File: src/rtl/req_encoder_pkg.sv
// Shared constants, FSM state type and helper for the sequential 8:3 request encoder.
package req_encoder_pkg;

    localparam int unsigned N     = 8;
    localparam int unsigned IDX_W = 3;

    typedef enum logic {IDLE, PRESENT} enc_state_t;

    // True when more than one bit of v is set (clearing the lowest set bit leaves something).
    function automatic logic multi_hot(input logic [N-1:0] v);
        return (v & (v - 8'd1)) != 8'd0;
    endfunction

endpackage

File: src/rtl/pri_enc_8_3.sv
// Combinational fixed-priority 8:3 encoder; bit 0 has the highest priority.
module pri_enc_8_3
    import req_encoder_pkg::*;
(
    input  logic [N-1:0]     in,
    output logic [IDX_W-1:0] idx,
    output logic             any
);

    // Scan from the lowest priority upward so the lowest set bit is assigned last.
    always_comb begin
        idx = '0;
        for (int i = N - 1; i >= 0; i--) begin
            if (in[i]) begin
                idx = IDX_W'(i);
            end
        end
    end

    assign any = |in;

endmodule

File: src/rtl/req_encoder.sv
// Sequential 8:3 request encoder: sticky pending bits, encoded grant with valid/ack handshake.
// Build option: define REQ_ENCODER_ROUND_ROBIN_EN for rotating priority (default: fixed, bit 0 first).
module req_encoder
    import req_encoder_pkg::*;
(
    input  logic             clk,
    input  logic             reset,
    input  logic             enable,
    input  logic [N-1:0]     req,
    input  logic             ack,
    output logic [IDX_W-1:0] idx,
    output logic             valid,
    output logic [N-1:0]     pending,
    output logic             multi
);

    enc_state_t       state_q;
    logic [N-1:0]     pending_q;
    logic [N-1:0]     pending_d;
    logic [N-1:0]     clr;
    logic [IDX_W-1:0] idx_q;
    logic             valid_q;
    logic             multi_q;
    logic [IDX_W-1:0] enc_idx;
    logic             enc_any;
    logic [IDX_W-1:0] grant_idx;

    // Clear the granted bit on an accepted handshake; a same-cycle new request wins.
    always_comb begin
        clr = '0;
        if (valid_q && ack) begin
            clr[idx_q] = 1'b1;
        end
        pending_d = (pending_q & ~clr) | ({N{enable}} & req);
    end

`ifdef REQ_ENCODER_ROUND_ROBIN_EN
    logic [IDX_W-1:0] rr_ptr_q;
    logic [N-1:0]     rotated;

    // Rotate so rr_ptr lands on bit 0, encode, then shift the result back (3-bit add wraps).
    always_comb begin
        rotated   = N'({pending_q, pending_q} >> rr_ptr_q);
        grant_idx = enc_idx + rr_ptr_q;
    end

    pri_enc_8_3 u_pri_enc (
        .in  (rotated),
        .idx (enc_idx),
        .any (enc_any)
    );
`else
    pri_enc_8_3 u_pri_enc (
        .in  (pending_q),
        .idx (enc_idx),
        .any (enc_any)
    );

    assign grant_idx = enc_idx;
`endif

    // Pending capture plus the IDLE/PRESENT handshake FSM; every output is registered here.
    always_ff @(posedge clk or posedge reset) begin
        if (reset) begin
            state_q   <= IDLE;
            pending_q <= '0;
            idx_q     <= '0;
            valid_q   <= 1'b0;
            multi_q   <= 1'b0;
`ifdef REQ_ENCODER_ROUND_ROBIN_EN
            rr_ptr_q  <= '0;
`endif
        end else begin
            pending_q <= pending_d;
            multi_q   <= multi_hot(pending_d);
            unique case (state_q)
                IDLE: begin
                    if (enc_any) begin
                        idx_q   <= grant_idx;
                        valid_q <= 1'b1;
                        state_q <= PRESENT;
                    end
                end
                PRESENT: begin
                    // idx stays frozen until the consumer accepts it.
                    if (ack) begin
                        valid_q  <= 1'b0;
                        state_q  <= IDLE;
`ifdef REQ_ENCODER_ROUND_ROBIN_EN
                        rr_ptr_q <= idx_q + 3'd1;
`endif
                    end
                end
            endcase
        end
    end

    assign idx     = idx_q;
    assign valid   = valid_q;
    assign pending = pending_q;
    assign multi   = multi_q;

endmodule

File: config.mk
export PLATFORM = sky130hd
export DESIGN_NAME = req_encoder
export DESIGN_NICKNAME = d
export VERILOG_FILES = /design/src/rtl/req_encoder_pkg.sv /design/src/rtl/pri_enc_8_3.sv /design/src/rtl/req_encoder.sv
export SDC_FILE = /design/constraint.sdc
export NUM_CORES = 1
export LEC_CHECK = 0
export ABC_CLOCK_PERIOD_IN_PS = 1980
export CORE_MARGIN = 1
export CORE_UTILIZATION = 40
export DETAILED_ROUTE_END_ITERATION = 7
export PLACE_DENSITY_LB_ADDON = 0.1
export SKIP_CTS_REPAIR_TIMING = 1
export SYNTH_ARGS = -nofsm -noshare
export SYNTH_HDL_FRONTEND = slang
export SYNTH_SLANG_ARGS = --single-unit
File: constraint.sdc
create_clock -name clk -period 1.98 [get_ports clk]
set_input_delay 0.396 -clock clk [delete_from_list [all_inputs] [get_ports clk]]
set_output_delay 0.396 -clock clk [all_outputs]
set_load 0.03 [all_outputs]
Yosys cells after proc, flatten, opt, wreduce, memory -nomap -nowiden

Index checks and enable logic that the tools add are counted.

Add/sub/neg operators: 1
Magnitude comparators: 2
Eq/ne operators: 2
Multiplexer cells: 17
Bitwise operators: 6
Reductions and logical operators: 6

Operator list:

| kind                | count |
|---|---|
| $and 8x8->8         | 3 |
| $mux 3              | 8 |
| $mux 8              | 1 |
| $not 8->8           | 1 |
| $or 8x8->8          | 1 |
| $reduce_bool 8->1   | 1 |
| $reduce_or 8->1     | 1 |
| $sub 8x1->8 const B | 1 |
| $mux 1              | 5 |
| $lt 3x4->1 const B  | 1 |
| $ne 2x2->1 const B  | 2 |
| $pmux 1 s2          | 2 |
| $reduce_and 2->1    | 2 |
| $demux 1 s3         | 1 |
| $ge 3x1->1 const B  | 1 |
| $logic_and 1x1->1   | 2 |
| $not 1->1           | 1 |

Bits in registers: 14
Input bits: 12
Logic and storage cells: 39

Logic depth before layout (Yosys ltp)

Gate-level depths: netlist of run 1.

Depth after elaboration: 11
Gate-level depth with buffers: 6

By module

Synthesis of run 1 repeated with hierarchy kept, for this count alone.

Cells, all modules: 90
Area total of the unflattened synthesis: 877.1 sq um

Modules (own cells, without submodules):

| module      | times used | cells each | area an instance (sq um) | seq. area each (sq um) |
|---|---|---|---|---|
| req_encoder | 1          | 77         | 795.8                    | 350.3 |
| pri_enc_8_3 | 1          | 13         | 81.3                     | 0.0 |

Worst setup path after synthesis of run 1

OpenSTA, ideal clock, no wires.

Path kind: flip-flop to flip-flop
Start point: reg idx_q[1] (netlist: idx[1])
End point: reg multi_q (netlist: multi)
Library setup time: 0.143 ns
Data arrival time: 1.494 ns
Slack: 0.343 ns
Stages on the path, launching flop included: 7
Path buffers: 0
Clock period less this slack: 1.637 ns
Cells stage by stage: dfrtp_1 -> nand3b_1 -> o21ai_1 -> nand3_1 -> or2_2 -> o22ai_1 -> o211ai_1

Word-level cells in the longest chain between the ends: 11
Elaborated cells between the ends (all ways): 12
Those cells by class: add/sub (1); order compare (2); mux (3); bitwise (4); reduce/logical (2)

Ends and longest elaborated chain:

| item                                                                  | RTL line              | RTL |
|---|---|---|
| start, declared                                                       | req_encoder.sv:21     | `logic [IDX_W-1:0] idx_q;` |
| start signal, assigned                                                | req_encoder.sv:79     | `idx_q <= grant_idx;` |
| $lt 3x4->1 (implied by the code) / $ge 3x1->1 (equally long branches) | req_encoder.sv:32     | `clr[idx_q] = 1'b1;` |
| $logic_and 1x1->1 (implied by the code)                               | req_encoder.sv:32     |  |
| $mux 1 (implied by the code)                                          | req_encoder.sv:32     |  |
| $demux 1 s3 (*)                                                       | req_encoder.sv:32     |  |
| $mux 8 (*)                                                            | req_encoder.sv:31     | `if (valid_q && ack) begin` |
| $not 8->8 (*)                                                         | req_encoder.sv:34     | `pending_d = (pending_q & ~clr) \| ({N{enable}} & req);` |
| $and 8x8->8 (*)                                                       | req_encoder.sv:34     |  |
| $or 8x8->8 (*)                                                        | req_encoder.sv:34     |  |
| $sub 8x1->8                                                           | req_encoder_pkg.sv:11 | `return (v & (v - 8'd1)) != 8'd0;` |
| $and 8x8->8 (*)                                                       | req_encoder_pkg.sv:11 |  |
| $reduce_bool 8->1 (*)                                                 | req_encoder_pkg.sv:11 |  |
| end signal, assigned                                                  | req_encoder.sv:75     | `multi_q <= multi_hot(pending_d);` |
| end, declared                                                         | req_encoder.sv:23     | `logic multi_q;` |

Every way passes the cells marked *; elsewhere a longest branch is shown, timed or not.
A chain may end at the register's enable or synchronous reset.

Worst setup path after layout of run 1

Start point: reg pending_q[1] (netlist: pending[1])
End point: out pending[1]

RTL lines:

| item                   | RTL line          | RTL |
|---|---|---|
| start, declared        | req_encoder.sv:18 | `logic [N-1:0] pending_q;` |
| start signal, assigned | req_encoder.sv:74 | `pending_q <= pending_d;` |
| end, declared          | req_encoder.sv:13 | `output logic [N-1:0] pending,` |

No word-level cell between the ends.

==> results of run 1 <==
==> cells in the final DEF, fill, tap and decap left out, types with 4 or more instances in the layout <==
master            n
dfrtp_1          14
clkdlybuf4s50_1  24
nor2_1            5
nand3_1           4
o21ai_0           4
a21oi_1           5
inv_1             4
nand2_1          20
buf_4             6
==> through the flow <==
stage / setup slack, ns / TNS [ns]
after floorplan: 0.343 / 0
after global placement: -0.0442 / -0.0442
after detailed placement: -0.120 / -0.120
after CTS: 0.109 / 0
after global routing: 0.0176 / 0
final: 0.113 / 0
==> kinds of logic (layout without fill, tap and decap cells) <==
| logic type | after synthesis | in the layout | synth area share [%] |
|---|---|---|---|
| AOI/OAI and AO/OA | 26 | 26 | 23.1 |
| and+or+nand+nor | 40 | 40 | 26.0 |
| buffers and inverters | 5 | 38 | 2.59 |
| DFF | 14 | 14 | 48.3 |
==> power groups by stage <==
stage,Clock [uW],Combinational (uW),Sequential [uW]
global placement,0,277,372
detailed placement,0,280,373
finish,207,281,369
global route,224,303,374
floorplan,0,87.6,425
CTS,212,281,367
==> layout make-up <==
cell class | count | share of cell area, %
clock buffer | 4 | 3.38
inverter | 4 | 1.40
multi-input combinational | 66 | 33.2
sequential | 14 | 32.6
tap | 25 | 2.91
timing repair buffer | 30 | 26.5
==> flip-flops by register name (all words and copies together), names as in the netlist <==
name and count:
multi 1, pending 8, idx 3, valid 1, state_q 1
==> routing by layer <==
metal	global-route usage, %	part of all wire [%]
met5	0	0
met4	7.27	0
met3	2.45	5.1
met2	33.2	52
met1	27.4	43
==> path summary, 6_finish.rpt <==
check,from,endpoint,depth (start not counted)
worst max-delay path,pending[1]$_DFF_PP0_,pending[1],1
worst min-delay path,reset,idx[0]$_DFFE_PP0P_,2
worst max register to register,idx[2]$_DFFE_PP0P_,multi$_DFF_PP0_,6
worst min register to register,valid$_DFFE_PP0P_,valid$_DFFE_PP0P_,2
max in group asynchronous,reset,pending[7]$_DFF_PP0_,2
min in group clk,valid$_DFFE_PP0P_,valid$_DFFE_PP0P_,2
==> results.yml, run 1 <==
status:
  status: "finished clean"
critical_path:
  worst-path-buf-inv: 1
  critPathArrivalTime_ns: 1.47
  crit_required_ns: 1.58
  cp-end-kind: "primary output"
  worstSetupPathType: "reg -> out"
  cpPeakStageDelay_ns: 0.71
  r2r_setup_slack_ns: 0.27
  critPathTopFamily: "buffers and inverters"
  cp_slowest_cell: "clkdlybuf4s50_1"
  path_cells: "clkdlybuf4s50_1"
  startpoint_type: "flop"
  worstPathMaxFanout: 7
hold_path:
  hp-class: "in -> async"
clock_tree:
  cts.sink_count: 14
  clock_latency_ns: 0.28
  cts_tree: "yes"
  cts_root_buf: "clkbuf_4"
  clk_path_buf_depth: 2
  h-tree-depth: 1
  cts_made_buffers: 3
  path_clk_slew_ns: 0.09
sta:
  timing.final.crit_share_pct: 94.3
  finalSetupViolCount: 0
  worstMarginPinSlew_ns: 0.557
  post-route-min-period_ns: 1.87
  rsz0062_at_grt: "no"
  max_freq_mhz: 536
  hold_violations: 0
  slew_headroom_pct: 62.8
  drv_slew: 0
  whs_ns: 0.461
  fin_skew_ns: 0.00721
flow_run:
  cap_violations: 0
placed_design:
  gp_congestion: 0.770
  dpl.hpwl_mm: 1.45
  portBuffers: 24
  placed_cell_area_um2: 1040
  placed_cells: 139
power_and_ir_drop:
  seqPwrFrac_pct: 43.0
  clkPwrFrac_pct: 24.2
  p_leak_uw: 0.000426
  switching_share_pct: 34.5
  p_switching_uw: 296
  ir_worst_vdd_mv: 0.503
  total_power_uw: 857
  power_density_nw_per_um2: 797
  power.internal_uw: 561
  p_comb_share_pct: 32.8
layout:
  final-instance-count-excl-fill: 143
  fillers: 156
  seqCellArea_um2: 350
  drive_gt1_share_pct: 10.2
  fin_nets: 131
  n_antenna_cell: 0
  finalInstanceArea_um2: 1070
  area_delta_synth_final_pct: 48.1
  multi_input_area_um2: 357
  finish.utilization_pct: 62.9
synthesis:
  synth.top_cell.area_share_pct: 48.3
  synthTopCellsByCount: "nand2_1 (20), dfrtp_1 (14), a21oi_1 (5), nor2_1 (5)"
  synth_nets: 97
  yosysSeqAreaShare_pct: 48.3
  ys.flop_type: "dfrtp_1"
  ys_async_sr_fraction_pct: 100
  synth_top_area_cell: "dfrtp_1"
  post_synth_num_cell_types: 24
  yosysWarnings: 0
  synth.cell_area_um2: 726
  synth_area_leaders: "dfrtp_1 (48%), nand2_1 (10%), a21oi_1 (3.4%), o21a_1 (3.1%), nand3_1 (2.8%)"
  avgSynthCellArea_um2: 8.54
  yosysMostFrequentCell: "nand2_1"
  ys_ff_latch: 14
  synth_cells: 85
  synth_edf_count: 0
routing:
  drt_iter0_drc: 13
  drc: 0
  vias_per_cell: 5.36
  routed_wl_mm: 1.87
  wl_per_cell_um: 13.0
  num_vias: 766
  dr.pass1.iters: 4
  ant_nets: 0
floorplanning:
  pin_count: 25
  initial_core_util_pct: 42.5
  core-area_um2: 1710
  die_h_um: 44.6
  dieWidth_um: 44.6
  placementRows: 15
  die_area_um2: 1990
global_route:
  grt_pass1_wl_mm: 2.88
  grt_pass1_vias: 652
  grt-ovfl-total: 0
  grt_max_degree: 15
  antenna_found_initial: 0
  groute.usage.overall_pct: 20.2
No activity file was read; power rests on OpenSTA's default activity.
==> run 2: changes to the inputs <==
- MAX_ROUTING_LAYER: not set -> met4
==> results.yml, run 2 (synthesis gave the netlist of run 1 again) <==
status:
  status: "finished clean"
power_and_ir_drop:
  seqPwrFrac_pct: 43.0
  ir_worst_vdd_mv: 0.504
  power.internal_uw: 561
  switching_share_pct: 34.5
  p_leak_uw: 0.000426
  total_power_uw: 857
  p_comb_share_pct: 32.8
  clkPwrFrac_pct: 24.2
  power_density_nw_per_um2: 797
  p_switching_uw: 296
placed_design:
  dpl.hpwl_mm: 1.45
  placed_cells: 139
  placed_cell_area_um2: 1040
  portBuffers: 24
  gp_congestion: 0.780
  pre_cts_ws_ns: -0.120
floorplanning:
  die_h_um: 44.6
  placementRows: 15
  die_area_um2: 1990
  pin_count: 25
  dieWidth_um: 44.6
  core-area_um2: 1710
  initial_core_util_pct: 42.5
layout:
  final-instance-count-excl-fill: 143
  drive_gt1_share_pct: 10.2
  seqCellArea_um2: 350
  fin_nets: 131
  area_delta_synth_final_pct: 48.1
  fillers: 156
  n_antenna_cell: 0
  finalInstanceArea_um2: 1070
  largest_reg_flops: 8
  final_cell_mix: "clkdlybuf4s50_1 (24), nand2_1 (20), dfrtp_1 (14), buf_4 (6)"
  final_common_cell: "clkdlybuf4s50_1"
  multi_input_area_um2: 357
sta:
  worstMarginPinSlew_ns: 0.557
  worst_slack_ns: 0.113
  fin_skew_ns: 0.00708
  hold_violations: 0
  rsz0062_at_grt: "no"
  slew_headroom_pct: 62.8
  finalSetupViolCount: 0
  drv_slew: 0
  max_freq_mhz: 536
  timing.final.crit_share_pct: 94.3
  post-route-min-period_ns: 1.87
critical_path:
  cp-end-kind: "primary output"
  cpPeakStageDelay_ns: 0.71
  startpoint_type: "flop"
  startpoint: "pending[1]$_DFF_PP0_"
  critPathTopFamily: "buffers and inverters"
  worstSetupPathType: "reg -> out"
  worst-path-buf-inv: 1
  crit_required_ns: 1.58
  critPathArrivalTime_ns: 1.47
  cp_slowest_cell: "clkdlybuf4s50_1"
  path_cells: "clkdlybuf4s50_1"
  worstPathMaxFanout: 7
  reg2reg_from: "idx[2]$_DFFE_PP0P_"
clock_tree:
  h-tree-depth: 1
  cts_tree: "yes"
  path_clk_slew_ns: 0.09
  cts.sink_count: 14
  cts_root_buf: "clkbuf_4"
  clock_latency_ns: 0.28
  clk_path_buf_depth: 2
  cts_made_buffers: 3
hold_path:
  hp-class: "in -> async"
flow_run:
  cap_violations: 0
global_route:
  antenna_found_initial: 0
  grt-ovfl-total: 0
  grt_pass1_wl_mm: 2.87
  groute.usage.overall_pct: 20.8
  grt_max_degree: 15
  grt_pass1_vias: 653
routing:
  dr.pass1.iters: 4
  wl_met3_um: 95
  wl_per_cell_um: 13.0
  vias_per_cell: 5.36
  routed_wl_mm: 1.87
  drt_iter0_drc: 15
  top_layer_used: "met3"
  met1_length_um: 796
  dr_wl_met2_um: 974
  ant_nets: 0
  drc: 0
  num_vias: 767
==> run 2: cell counts in the layout (fill, tap and decap cells not counted) <==
Identical to the previous run, type by type.
==> run 2: worst register-to-register path, stage by stage, from the launching register on <==
cell and delay (ns):
dfrtp_1 0.43, nand2b_1 0.23, nand2b_1 0.22, o22ai_1 0.25, nand3_1 0.17, o22ai_1 0.20, o211ai_1 0.10
==> run 2: power by group through the flow <==
stage          logic, uW  clock network, uW  registers, uW
2_1_floorplan       87.6                  0            425
5_1_grt              303                224            374
4_1_cts              281                212            367
3_3_place_gp         277                  0            372
6_report             281                207            369
3_5_place_dp         280                  0            373
==> run 2: path summary, 6_finish.rpt <==
path                                        endpoint  slack, ns  cells past startpoint
worst max-delay path                      pending[1]       0.11                      1
worst min-delay path              idx[0]$_DFFE_PP0P_       0.46                      2
worst max register to register       multi$_DFF_PP0_       0.27                      6
worst min register to register     valid$_DFFE_PP0P_       0.56                      2
max in group asynchronous       pending[7]$_DFF_PP0_       1.15                      2
min in group clk                   valid$_DFFE_PP0P_       0.56                      2
==> run 2: per-stage QoR <==
stage,setup TNS (ns),hold WS [ns],util (%)
final,0,0.461,62.9
after global routing,0,0.502,62.9
after CTS,0,0.473,62.9
after detailed placement,-0.120,0.542,60.8
after global placement,-0.0442,0.531,60.8
after floorplan,0,0.285,-
==> run 2: area by class of cell <==
class / instances / area share [%]
well taps: 25 / 2.91
repair buffers: 30 / 26.5
clock buffers: 4 / 3.38
inverters: 4 / 1.40
flip-flops and latches: 14 / 32.6
multi-input cells: 66 / 33.2
==> run 2: routing by layer <==
layer	vias up	global-route usage (%)
met2	32	33.2
met3	0	2.45
met1	363	27.4
li1	372	-
met4	0	7.27
met5	-	-
==> run 3: changes to the inputs <==
- SYNTH_HIERARCHICAL: not set -> 1
==> results.yml, run 3 <==
synthesis:
  synth_edf_count: 0
  avgSynthCellArea_um2: 9.75
  ys.flop_type: "dfrtp_1"
  yosysSeqAreaShare_pct: 39.9
  post_synth_num_cell_types: 34
  synth_top_area_cell: "dfrtp_1"
  synthTopCellsByCount: "nand2_1 (16), dfrtp_1 (14), inv_1 (6), nor2_1 (6), o21ai_0 (5)"
  synth_nets: 102
  yosysMostFrequentCell: "nand2_1"
  yosysWarnings: 6
  synth_area_leaders: "dfrtp_1 (40%), nand2_1 (6.8%), mux2_2 (5.1%), nand3b_4 (4.6%), o32ai_4 (3.1%)"
  synth.top_cell.area_share_pct: 39.9
  synth_cells: 90
  ys_async_sr_fraction_pct: 100
  ys_ff_latch: 14
  synth.cell_area_um2: 877
power_and_ir_drop:
  ir_worst_vdd_mv: 0.849
  p_leak_uw: 0.000483
  power_density_nw_per_um2: 993
floorplanning:
  dieWidth_um: 48.8
  initial_core_util_pct: 43.8
  core-area_um2: 2000
  placementRows: 16
  die_h_um: 48.8
  pin_count: 25
  die_area_um2: 2380
global_route:
  groute.usage.overall_pct: 19.1
  grt_max_degree: 15
  grt-ovfl-total: 0
  grt_pass1_vias: 756
  antenna_found_initial: 0
  grt_pass1_wl_mm: 3.41
clock_tree:
  path_clk_slew_ns: 0.08
  h-tree-depth: 1
  cts_tree: "yes"
  cts.sink_count: 14
  clock_latency_ns: 0.27
  clk_path_buf_depth: 2
  cts_root_buf: "clkbuf_4"
  cts_made_buffers: 3
critical_path:
  cpPeakStageDelay_ns: 0.73
  path_cells: "clkdlybuf4s50_1"
  critPathTopFamily: "buffers and inverters"
  critPathArrivalTime_ns: 1.51
  cp_slowest_cell: "clkdlybuf4s50_1"
  worst-path-buf-inv: 1
  cp-end-kind: "primary output"
  crit_required_ns: 1.58
  worstPathMaxFanout: 7
  worstSetupPathType: "reg -> out"
  startpoint_type: "flop"
sta:
  whs_ns: 0.458
  max_freq_mhz: 524
  slew_headroom_pct: 64.2
  fin_tns_setup_ns: 0
  drv_slew: 0
  worstMarginPinSlew_ns: 0.536
  post-route-min-period_ns: 1.91
  finalSetupViolCount: 0
  timing.final.crit_share_pct: 96.4
  hold_violations: 0
  rsz0062_at_grt: "no"
  fin_skew_ns: 0.00581
hold_path:
  hp-class: "in -> async"
layout:
  seqCellArea_um2: 350
  area_delta_synth_final_pct: 36.7
  final_cell_mix: "clkdlybuf4s50_1 (23), nand2_1 (16), dfrtp_1 (14), inv_1 (6), nor2_1 (6)"
  fillers: 174
  n_antenna_cell: 0
  drive_gt1_share_pct: 15.8
  fin_nets: 134
  multi_input_area_um2: 489
  largest_reg_flops: 8
  final_common_cell: "clkdlybuf4s50_1"
routing:
  dr.pass1.iters: 5
  ant_nets: 0
  routed_wl_mm: 2.02
  drt_iter0_drc: 23
  vias_per_cell: 5.48
  drc: 0
  wl_per_cell_um: 13.7
  num_vias: 805
flow_run:
  cap_violations: 0
placed_design:
  portBuffers: 24
  dpl.hpwl_mm: 1.57
  gp_congestion: 0.838
status:
  status: "finished clean"
-- run 3: layout make-up --
type	instances	area share, %
flip-flops and latches	14	29.2
well taps	27	2.82
multi-input cells	68	40.8
clock buffers	3	1.88
repair buffers	29	23.4
inverters	6	1.88
-- run 3: kinds of logic (layout without fill, tap and decap cells) --
kind of cell / Yosys count / in the layout / share of synthesized area (%)
multiplexers: 5 / 5 / 6.85
AO/OA/AOI/OAI: 30 / 30 / 27.5
flip-flops: 14 / 14 / 39.9
AND/OR/NAND/NOR: 33 / 33 / 21.4
buffers and inverters: 8 / 38 / 4.28
-- run 3: through the flow --
step,setup slack [ns],power [uW],std cells,instance area [um2],utilization [%]
6_report,0.0713,1190,147,1200,59.9
5_1_grt,0.000415,1260,147,1200,59.9
4_1_cts,0.0469,1200,147,1200,59.8
3_5_place_dp,-0.177,1040,144,1170,58.6
3_3_place_gp,-0.146,1040,144,1170,58.6
2_1_floorplan,0.250,827,90,877,-
-- run 3: metal layers --
layer / up-vias / GRT usage (%) / part of all wire [%]
met5: - / - / 0
met4: 0 / 7.35 / 0.69
met3: 2 / 1.87 / 7.0
met2: 36 / 31.0 / 48
met1: 371 / 24.6 / 44
li1: 396 / - / -
-- run 3: worst register-to-register path, delay by kind of cell (launching register included) --
family | cells | cell delay, ns
compound gates | 4 | 0.75
flops | 1 | 0.51
mux | 1 | 0.34
-- run 3: where the power goes --
part / internal, uW / total (uW) / switching [uW] / leakage (uW)
logic: 273 / 572 / 299 / 0.000325
registers: 349 / 463 / 115 / 0.000145
clock network: 70.4 / 155 / 84.6 / 0.0000138
-- run 3: worst paths after layout --
| check | startpoint | end | slack, ns | cells past startpoint |
|---|---|---|---|---|
| min in group clk | state_q$_DFF_PP0_ | valid$_DFFE_PP0P_ | 0.48 | 1 |
| worst min register to register | state_q$_DFF_PP0_ | valid$_DFFE_PP0P_ | 0.48 | 1 |
| max in group asynchronous | reset | pending[0]$_DFF_PP0_ | 1.16 | 2 |
| worst max-delay path | pending[0]$_DFF_PP0_ | pending[0] | 0.07 | 1 |
| worst max register to register | idx[0]$_DFFE_PP0P_ | multi$_DFF_PP0_ | 0.26 | 5 |
| worst min-delay path | reset | pending[4]$_DFF_PP0_ | 0.46 | 2 |
